--- src/rtl/fetch_stage.sv ---
// Instruction fetch stage: owns the PC, fetches words over a req/ready handshake,
// and presents one registered instruction downstream with stall, branch flush and halt.
module fetch_stage #(
    parameter int                ADDR_W   = 32,
    parameter logic [ADDR_W-1:0] RESET_PC = '0,
    parameter int                PC_INC   = 4
) (
    input  logic              clk,
    input  logic              rst,
    output logic              imem_req,
    output logic [ADDR_W-1:0] imem_addr,
    input  logic              imem_ready,
    input  logic [31:0]       imem_rdata,
    input  logic              stall,
    input  logic              branch_taken,
    input  logic [ADDR_W-1:0] branch_target,
    input  logic              halt,
    output logic [31:0]       instr,
    output logic [ADDR_W-1:0] instr_pc,
    output logic              instr_valid,
    output logic [5:0]        opcode,
    output logic              halted
);

    typedef enum logic [1:0] {S_IDLE, S_FETCH, S_HALT} state_t;

    state_t            state_q, state_d;
    logic [ADDR_W-1:0] pc_q, pc_d;
    logic [31:0]       instr_q, instr_d;
    logic [ADDR_W-1:0] instr_pc_q, instr_pc_d;
    logic              instr_valid_q, instr_valid_d;
    logic              xfer;
    logic              branch_go;

    // A request is only raised when the output register can take the word next edge.
    assign imem_req  = (state_q == S_FETCH) && !halt && !branch_taken
                       && (!instr_valid_q || !stall);
    assign xfer      = imem_req && imem_ready;
    assign branch_go = branch_taken && !halt && (state_q != S_HALT);

    always_comb begin
        state_d       = state_q;
        pc_d          = pc_q;
        instr_d       = instr_q;
        instr_pc_d    = instr_pc_q;
        instr_valid_d = instr_valid_q;

        case (state_q)
            S_IDLE:  state_d = S_FETCH;
            S_FETCH: if (halt) state_d = S_HALT;
            S_HALT:  state_d = S_HALT;
            default: state_d = S_IDLE;
        endcase

        if (branch_go) begin
            pc_d          = branch_target & ~ADDR_W'(3);
            instr_d       = 32'h0;
            instr_valid_d = 1'b0;
        end else if (xfer) begin
            instr_d       = imem_rdata;
            instr_pc_d    = pc_q;
            instr_valid_d = 1'b1;
            pc_d          = pc_q + ADDR_W'(PC_INC);
        end else if (instr_valid_q && !stall) begin
            // Consumed with nothing to refill; the word itself is left in place.
            instr_valid_d = 1'b0;
        end
    end

    always_ff @(posedge clk or posedge rst) begin
        if (rst) begin
            state_q       <= S_IDLE;
            pc_q          <= RESET_PC;
            instr_q       <= 32'h0;
            instr_pc_q    <= '0;
            instr_valid_q <= 1'b0;
        end else begin
            state_q       <= state_d;
            pc_q          <= pc_d;
            instr_q       <= instr_d;
            instr_pc_q    <= instr_pc_d;
            instr_valid_q <= instr_valid_d;
        end
    end

    assign imem_addr   = pc_q;
    assign instr       = instr_q;
    assign instr_pc    = instr_pc_q;
    assign instr_valid = instr_valid_q;
    assign opcode      = instr_q[31:26];
    assign halted      = (state_q == S_HALT);

endmodule

--- config.mk ---
export PLATFORM = sky130hd
export DESIGN_NAME = fetch_stage
export DESIGN_NICKNAME = d
export VERILOG_FILES = /design/src/rtl/fetch_stage.sv
export SDC_FILE = /design/constraint.sdc
export NUM_CORES = 1
export LEC_CHECK = 0
export ABC_AREA = 1
export CORE_MARGIN = 8
export CORE_UTILIZATION = 30
export CTS_CLUSTER_DIAMETER = 150
export CTS_CLUSTER_SIZE = 10
export DETAILED_ROUTE_END_ITERATION = 7
export HOLD_SLACK_MARGIN = 0.05
export PLACE_DENSITY_LB_ADDON = 0.25
export SYNTH_ARGS = -nofsm -noshare
export SYNTH_HDL_FRONTEND = slang
export SYNTH_SLANG_ARGS = --single-unit
export TNS_END_PERCENT = 10
--- constraint.sdc ---
create_clock -name clk -period 2.8 [get_ports clk]
set_input_delay 0.56 -clock clk [delete_from_list [all_inputs] [get_ports clk]]
set_output_delay 0.56 -clock clk [all_outputs]
set_load 0.02 [all_outputs]
==> impl_metrics.yaml <==
run_status:
  status: "finished clean"
cts:
  cts_setup_buffers: 0
  cts.sinks: 95
  cts_buffers: 9
  cts_resized: 0
  cts-root-buf: "clkbuf_16"
  cts_tree: "done"
  cts_buffer_depth: 2
  holdBufCountCts: 0
  clk-insertion-delay-late_ps: 340
  htreeDepth: 3
  path_clk_slew_ps: 70
route:
  drt_iter0_drc: 235
  routedWlPerCell_um: 16.4
  num_vias: 4215
  routed_via_density: 4.67
  wirelength_mm: 14.8
  drtPass1Iterations: 4
  drcViolationCount: 0
  antenna_left: 0
setup_path:
  r2r_slack_ps: 800
  cpMostUsedCell: "clkdlybuf4s50_1"
  r2r-start: "imem_addr[3]"
  crit_fanout: 6
  critPathLaunchType: "input pin"
  cp_data_arrival_time_ps: 2020
  cpMaxStageDelayCell: "clkdlybuf4s50_1"
  crit_type: "in -> out"
  end_kind: "primary output"
  cp_cell_sequence: "clkdlybuf4s50_1 -> inv_2 -> nand2_2 -> nor2_1 -> clkdlybuf4s50_1"
  r2r-end: "imem_addr[24]"
  slowest_delay_ps: 640
  r2r_cells: 8
  required_ps: 2240
min_path:
  worstHoldStart: "instr_pc[14]"
  hold_class: "reg -> reg"
  whs_endpoint: "instr_pc[14]"
  holdPathStages: 2
synthesis:
  synthXorXnorAreaFrac_pct: 1.35
  synth_edf_count: 0
  synth.distinct_cells: 30
  synth_simple_gate_area_share_pct: 26.4
  netlist_area_um2: 4550
  synth.mux.area_fraction_pct: 0
  synth_top_family_by_area: "simple AND/OR/NAND/NOR gates"
  synth_area_leaders: "dfrtp_1 52%, nand2_1 12%, nor2_1 7.1%"
  synth-adder-area-share_pct: 1.10
  synth.largest_area_cell: "dfrtp_1"
  synthArstFlopShare_pct: 100
  syn_inst: 546
  synth_seq_cells: 95
  synth_top_cell_area_share_pct: 52.3
  synth_flop_cell: "dfrtp_1"
  yosys_warnings: 0
  synth-compound-area-share_pct: 11.4
  avgSynthCellArea_um2: 8.33
  ys_seq_area_share_pct: 52.3
grt:
  grt_use_total_pct: 15.6
  antenna_found_initial: 0
  gr-total-overflow: 0
  first_global_vias: 4485
  grt_pass1_wl_mm: 23.9
  grt_max_degree: 96
die:
  core_um2: 15000
  die_height_um: 139
  dieArea_um2: 19400
  fp-row-count: 45
  pin_count: 175
  initial_utilization_pct: 30.3
  dieWidth_um: 139
placed_design:
  post-dp-hpwl_mm: 11.1
  gp_congestion: 0.822
  place_area_um2: 6450
  io_buffers: 168
timing:
  worstMarginPinSlew_ps: 546
  min_period_over_period_pct: 92.0
  timing.final.max_slew_violations: 0
  tns_ps: 0
  fmax_mhz: 388
  period_minus_slack_ps: 2580
  relSlewSlack_pct: 63.6
  hold_viol_final: 0
  rsz0062_at_grt: "false"
  setup_viol: 0
  skew_ps: 10.2
finish:
  fin_area_um2: 6750
  n_fill_cell: 1480
  multiInputGateArea_um2: 1860
  syn2layout_area_growth_pct: 48.4
  drive_gt1_share_pct: 5.31
  seqCellArea_um2: 2380
  nNetsFinal: 784
  n_antenna_cell: 0
power_and_ir_drop:
  leakagePower_uw: 0.00302
  peakVddDrop_mv: 0.378
  p_per_area_nw_per_um2: 997
flow_run:
  drv_cap: 0
==> kinds of logic (layout without fill, tap and decap cells) <==
kind of cell             after synthesis  after routing
XOR/XNOR                               7              7
adder cells (fa/ha/maj)                4              4
buffers and inverters                 76            242
AND/OR/NAND/NOR                      289            289
AO/OA/AOI/OAI                         74             74
other                                  1              4
flip-flops                            95             95
==> Yosys cell counts (6+ instances only) <==
cell type	n
o21ai_0	27
nand3_1	37
xor2_1	6
a22o_1	32
nor2_1	86
buf_4	10
nand2_1	145
inv_1	44
o211ai_1	6
clkbuf_1	7
dfrtp_1	95
buf_2	13
==> worst max path at each step <==
stage | to | slack [ps] | cells after the start | startpoint
after floorplan | imem_addr[30] | 980 | 8 | branch_taken
after CTS | imem_req | 210 | 5 | halt
after global routing | imem_req | 150 | 5 | halt
final | imem_req | 220 | 5 | halt
after detailed placement | imem_req | 220 | 5 | halt
after global placement | imem_req | 220 | 5 | halt
==> worst max-delay path: cells and delay by family <==
kind | cells | cell delay, ps
simple gates | 2 | 270
buf+inv | 3 | 1190
==> registers in the layout, summed over array words and instances (netlist names) <==
register and cells:
imem_addr 30, instr 32, instr_pc 30, instr_valid 1, state_q 2
==> per-stage QoR <==
step                utilization [%]  cells  hold slack (ps)  total power (uW)  setup slack, ps
global route                   44.9    903              516              7190              148
detailed placement             42.9    887              469              5530              221
finish                         44.9    903              485              6730              224
global placement               42.9    887              462              5480              225
CTS                            44.9    903              488              6830              208
floorplan                         -    549              552              3920              983
==> layout make-up <==
cell class | count | area share [%]
clock buffers | 11 | 3.59
well taps | 188 | 3.48
multi-input cells | 378 | 27.5
repair buffers | 180 | 26.8
inverters | 46 | 2.61
flip-flops and latches | 95 | 35.2
clock inverters | 5 | 0.834
==> placed cells by master (no fill, tap or decap), drive strengths merged, types with 2 or more instances in the layout <==
cell type      count
nor3               7
xor2               6
conb               4
nand3             38
nand2            147
nor2              89
o211ai             6
clkinv             2
ha                 4
o21ai             27
nand4              3
a22o              32
clkdlybuf4s50    168
buf               12
a21oi              4
a21boi             2
clkinvlp           2
clkbuf            11
inv               46
nand3b             4
dfrtp             95
==> where the power goes <==
part           switching, uW  internal, uW
clock                    536           718
sequential               489          1890
combinational           1680          1420
total                   2700          4030
==> routing by layer <==
metal	GRT usage, %	share of wire [%]	vias up
met5	0	0	-
met4	6.01	1.6	0
met3	4.72	6.9	16
met2	25.2	45	141
met1	19.2	46	1978
li1	-	-	2080
Note: power is estimated with default switching activity, not from simulation.
